[config.mk]
export PLATFORM = sky130hd
export DESIGN_NAME = psum_fifo
export DESIGN_NICKNAME = d
export VERILOG_FILES = /design/src/rtl/psum_fifo.sv
export SDC_FILE = /design/constraint.sdc
export NUM_CORES = 2
export LEC_CHECK = 0
export CORE_ASPECT_RATIO = 0.6
export CORE_MARGIN = 2
export CORE_UTILIZATION = 45
export CTS_BUF_LIST = sky130_fd_sc_hd__clkbuf_8
export DETAILED_ROUTE_END_ITERATION = 10
export GPL_TIMING_DRIVEN = 0
export SLEW_MARGIN = 20
export SYNTH_ARGS = -nofsm -noshare
export SYNTH_HDL_FRONTEND = slang
export SYNTH_SLANG_ARGS = --single-unit
[constraint.sdc]
create_clock -name clk -period 7.1 [get_ports clk]
set_clock_uncertainty 0.1 [all_clocks]
set_input_delay 1.065 -clock clk [delete_from_list [all_inputs] [get_ports clk]]
set_output_delay 1.065 -clock clk [all_outputs]
set_load 0.05 [all_outputs]
[src/rtl/psum_fifo.sv]
// Partial-sum FIFO between adder-tree passes: stores row partial sums, feeds them
// back for accumulation, and drains final sums on the last pass.
module psum_fifo #(
    parameter int DATA_WIDTH = 25,
    parameter int DEPTH      = 64,
    parameter int ADDR_W     = 6
) (
    input  logic                         clk,
    input  logic                         rst,
    input  logic                         start,
    input  logic                         first_pass,
    input  logic                         last_pass,
    input  logic                         in_valid,
    input  logic signed [DATA_WIDTH-1:0] in_data,
    input  logic                         rd_en,
    output logic signed [DATA_WIDTH-1:0] fifo_data,
    output logic                         out_valid,
    output logic signed [DATA_WIDTH-1:0] out_data,
    output logic [ADDR_W:0]              count,
    output logic                         err
);

    localparam logic [ADDR_W:0] FULL_CNT = (ADDR_W+1)'(DEPTH);
    localparam logic [ADDR_W:0] ONE_CNT  = (ADDR_W+1)'(1);

    logic signed [DATA_WIDTH-1:0] mem [DEPTH];
    logic [ADDR_W-1:0] wr_ptr;
    logic [ADDR_W-1:0] rd_ptr;
    logic              fp;
    logic              lp;

    logic fp_eff;
    logic lp_eff;
    logic is_full;
    logic is_empty;
    logic wr_req;
    logic rd_req;
    logic wr_ok;
    logic rd_ok;
    logic wr_ovf;
    logic rd_unf;
    logic drain;

    // A start pulse applies its flags to the transfer in the same cycle.
    always_comb begin
        fp_eff   = start ? first_pass : fp;
        lp_eff   = start ? last_pass  : lp;
        is_full  = (count == FULL_CNT);
        is_empty = (count == '0);
        wr_req   = in_valid && !lp_eff;
        rd_req   = rd_en && !fp_eff;
        wr_ok    = wr_req && !is_full;
        wr_ovf   = wr_req && is_full;
        rd_ok    = rd_req && !is_empty;
        rd_unf   = rd_req && is_empty;
        drain    = in_valid && lp_eff;
    end

    always_ff @(posedge clk or posedge rst) begin
        if (rst) begin
            fp <= 1'b1;
            lp <= 1'b0;
        end else if (start) begin
            fp <= first_pass;
            lp <= last_pass;
        end
    end

    // Full/empty are judged on the pre-update count, so a simultaneous read never
    // makes room for (or supplies data to) the write in the same cycle.
    always_ff @(posedge clk or posedge rst) begin
        if (rst) begin
            wr_ptr <= '0;
            rd_ptr <= '0;
            count  <= '0;
            err    <= 1'b0;
        end else begin
            if (wr_ok)
                wr_ptr <= wr_ptr + 1'b1;
            if (rd_ok)
                rd_ptr <= rd_ptr + 1'b1;
            case ({wr_ok, rd_ok})
                2'b10:   count <= count + ONE_CNT;
                2'b01:   count <= count - ONE_CNT;
                default: count <= count;
            endcase
            if (wr_ovf || rd_unf)
                err <= 1'b1;
        end
    end

    // Storage is not reset; the pointers and count define what is valid.
    always_ff @(posedge clk) begin
        if (wr_ok)
            mem[wr_ptr] <= in_data;
    end

    always_ff @(posedge clk or posedge rst) begin
        if (rst) begin
            fifo_data <= '0;
        end else if (rd_en) begin
            fifo_data <= rd_ok ? mem[rd_ptr] : '0;
        end
    end

    always_ff @(posedge clk or posedge rst) begin
        if (rst) begin
            out_valid <= 1'b0;
            out_data  <= '0;
        end else begin
            out_valid <= drain;
            if (drain)
                out_data <= in_data;
        end
    end

endmodule

==> results summary <==
The run finished with clean final reports. Entering global routing, the biggest net connects 64 pins. Of the available clock period, the critical path in the final layout requires 71.23%. For this run, design rule violations remaining after detail routing come to 0. The final global-route overflow total came out at 0. Setup repair after global routing left no endpoint under its margin.

CTS built an H-tree with a depth of 4. The via count of the first global-routing pass came to 33585. For the pin with the worst max-slew slack, the measured transition is 1.280 ns. Once layout is complete, the utilization of the core stands at 52.82%. No sink is reached through more buffers than the 3 on the longest clock path. The iteration-0 DRC count of the detailed router is 6042. The final hold violation count came out at 0. The number of fill cells came out at 11140. The number of top-level pins came out at 91. The number of hold buffers added after cts is 0.

Sorting the synthesized cells by how often they occur yields 1600 x sky130_fd_sc_hd__edfxtp_1, 424 x sky130_fd_sc_hd__mux2i_1, 226 x sky130_fd_sc_hd__mux4_2. The total standard cell area after synthesis came out at 64730 um2. The number of setup violations in the final report is 0. Setup slack closes at 2.043 ns. TritonCTS built the clock tree. The global-route total usage across every layer came out at 28.56%. In this run the power density over the cells is 375.7 nW/um2. The number of antenna violations at the first check in global routing is 9. The total negative slack for setup checks came out at 0 ns. The number of maximum-capacitance constraint violations is 0. In the post-synthesis netlist, the biggest area contributors are sky130_fd_sc_hd__edfxtp_1 74%, sky130_fd_sc_hd__mux4_2 7.9%, sky130_fd_sc_hd__mux2i_1 6.6%, sky130_fd_sc_hd__dfrtp_1 2.8%, sky130_fd_sc_hd__nor2_1 1.0%. The instance area after placement came out at 70860 um2. STA classifies the critical path startpoint as a register. The number of synthesized flops with an enable pin is 1600. The share of the yosys chip area belonging to registers is 77.05%.

The worst path required time came out at 7.85 ns. The fmax came out at 0.1977 GHz. The cell area after layout came out at 75170 um2.

The fraction of registers with async set or reset after synthesis is 4.363%. The number of warnings reported in the yosys synthesis log is 0. The placed wire-length estimate is 147300 um. The placement row count came out at 107.

The clock latency on the worst-skew pair came out at 0.98 ns. IR analysis of the VDD net gives a maximum drop of 237.0 uV. The clock-pin transition on the worst setup and hold timing paths is 0.08 ns. The core outline area came out at 142300 um2. After synthesis the netlist holds a flip-flop and latch count of 1673. The die covers 147000 um2. The number of nets produced by synthesis came out at 3386.

The arrival time at the worst endpoint came out at 5.80 ns. The wire length of the first global-routing pass is 284300 um. The number of nets with antenna violations after routing is 0. The number of buffers created by CTS is 230. The total iterations of the first detailed-routing run is 6. Counting every instance in the synthesized netlist gives 3349. During placement, the flow inserted port buffers numbering 89. The number of nets in the layout came out at 3810. Measured against its own limit, the worst slew margin works out to 12.25%.

The top flip-flop cell by instance count after synthesis is sky130_fd_sc_hd__edfxtp_1. The via-per-instance ratio came out at 6.140. STA classifies the critical path endpoint as a register.

The biggest area contributor in the post-synthesis netlist is sky130_fd_sc_hd__edfxtp_1. The post-route netlist has 21.22% of its cells at a drive strength greater than 1. The leakage power is 24.75 nW. The total clock sinks is 1673. The post-synthesis cell type count came out at 63. The tightest hold margin came out at 0.2801 ns. The largest fanout of any net on the critical path came out at 10. The area share of the leading cell type in the synthesized netlist is 74.23%. The height of the chip came out at 297.8 um.

The floorplan die width came out at 493.6 um. The post-detailed-route wirelength per cell is 35.85 um. From synthesis to final layout, the design area changed by 16.13%. The global placement routability congestion is 1.057. The most frequent cell after synthesis is sky130_fd_sc_hd__edfxtp_1. The register area is 49870 um2. The via count came out at 36069. The starting density of the core came out at 45.48%. The number of setup buffers added after CTS is 0. Clock tree synthesis selected as its root buffer the cell sky130_fd_sc_hd__clkbuf_8. The final layout contains routed wiring with a total length of 210600 um.

After layout, the minimum clock period comes to 5.057 ns. The number of gates given a new drive strength after cts came out at 0. The final count of pins violating max slew is 0.

The class of the most critical hold timing path is input port to register. By startpoint and endpoint, the worst setup path is classified as register to register. A synthesized cell averages 19.33 um2. The post-place setup slack is 1.712 ns. In the final layout, the multi-input gates occupy 14610 um2.
-- logic make-up (layout without fill, tap and decap cells) --
kind of cell | after synthesis | after routing | synth area share, %
DFF | 1673 | 1673 | 77.05
AOI/OAI and AO/OA | 341 | 341 | 3.576
other | 0 | 4 | 0
muxes | 653 | 653 | 14.47
xor gates and xnor gates | 17 | 17 | 0.2300
buffers and inverters | 197 | 811 | 1.369
adders and majority gates | 5 | 5 | 0.09665
and+or+nand+nor | 463 | 463 | 3.203
-- critical path, cell delays in order, from the launching register on --
cell                       delay (ns)
sky130_fd_sc_hd__dfrtp_1         0.44
sky130_fd_sc_hd__clkbuf_1        0.49
sky130_fd_sc_hd__nand3_1         0.64
sky130_fd_sc_hd__clkbuf_1        0.99
sky130_fd_sc_hd__o22ai_1         0.54
sky130_fd_sc_hd__nor4_1          1.06
sky130_fd_sc_hd__nand2_1         0.32
sky130_fd_sc_hd__a32o_1          0.37
-- flip-flops by register name, summed over array words and instances, names as in the netlist --
register / count
out_data: 25
out_valid: 1
fp: 1
lp: 1
fifo_data: 25
mem: 1600
wr_ptr: 6
rd_ptr: 6
count: 7
err: 1
-- cell type report --
type,count,share of cell area (%)
diodes,4,0.01332
plain buffers,187,1.139
clock buffers,236,4.321
clock inverters,186,1.352
inverters,10,0.05659
multi-input cells,1479,19.43
flip-flops and latches,1673,66.35
well taps,1907,3.174
repair buffers,192,4.165
-- report_power, final --
part | total [mW] | switching, mW | internal (mW)
Sequential | 11.3 | 0.208 | 11.1
Clock | 7.11 | 3.79 | 3.33
Combinational | 9.81 | 6.77 | 3.04
-- routing by layer --
layer | global-route usage [%] | wire length (um)
met4 | 8.852 | 6336
met1 | 45.31 | 92500
met3 | 10.03 | 29790
met2 | 36.13 | 81840
met5 | 0.6169 | 137
-- worst paths after layout --
kind                                         start                        end  slack, ns  cells after the start
max in group asynchronous                      rst  fifo_data[11]$_DFFE_PP0P_       5.88                      3
min in group asynchronous                      rst    out_data[5]$_DFFE_PP0P_       0.36                      2
hold reg to reg            out_data[5]$_DFFE_PP0P_    out_data[5]$_DFFE_PP0P_       0.38                      2
setup reg to reg             rd_ptr[2]$_DFFE_PP0N_   fifo_data[3]$_DFFE_PP0P_       2.04                      7
hold / removal                         in_data[23]      mem[45][23]$_DFFE_PP_       0.28                      1
setup / recovery             rd_ptr[2]$_DFFE_PP0N_   fifo_data[3]$_DFFE_PP0P_       2.04                      7
-- per-stage QoR --
stage / cells / power (mW)
after detailed placement: 5448 / 20.99
after floorplan: 3349 / 16.44
after global placement: 5345 / 20.70
final: 5874 / 28.24
after CTS: 5870 / 27.98
after global routing: 5871 / 28.89
-- cell usage in the layout (no fill, tap or decap), drive strengths merged, types with 24 or more instances in the layout --
| cell type | count |
|---|---|
| a21oi | 30 |
| a22oi | 46 |
| a32o | 25 |
| buf | 224 |
| clkbuf | 327 |
| clkdlybuf4s50 | 64 |
| clkinv | 84 |
| dfrtp | 72 |
| edfxtp | 1600 |
| inv | 100 |
| mux2i | 424 |
| mux4 | 226 |
| nand2 | 142 |
| nand2b | 26 |
| nor2 | 175 |
| nor3 | 50 |
| nor4 | 28 |
| o211ai | 24 |
| o21ai | 79 |
| o22ai | 99 |
Power figures use the tool's default switching activity.
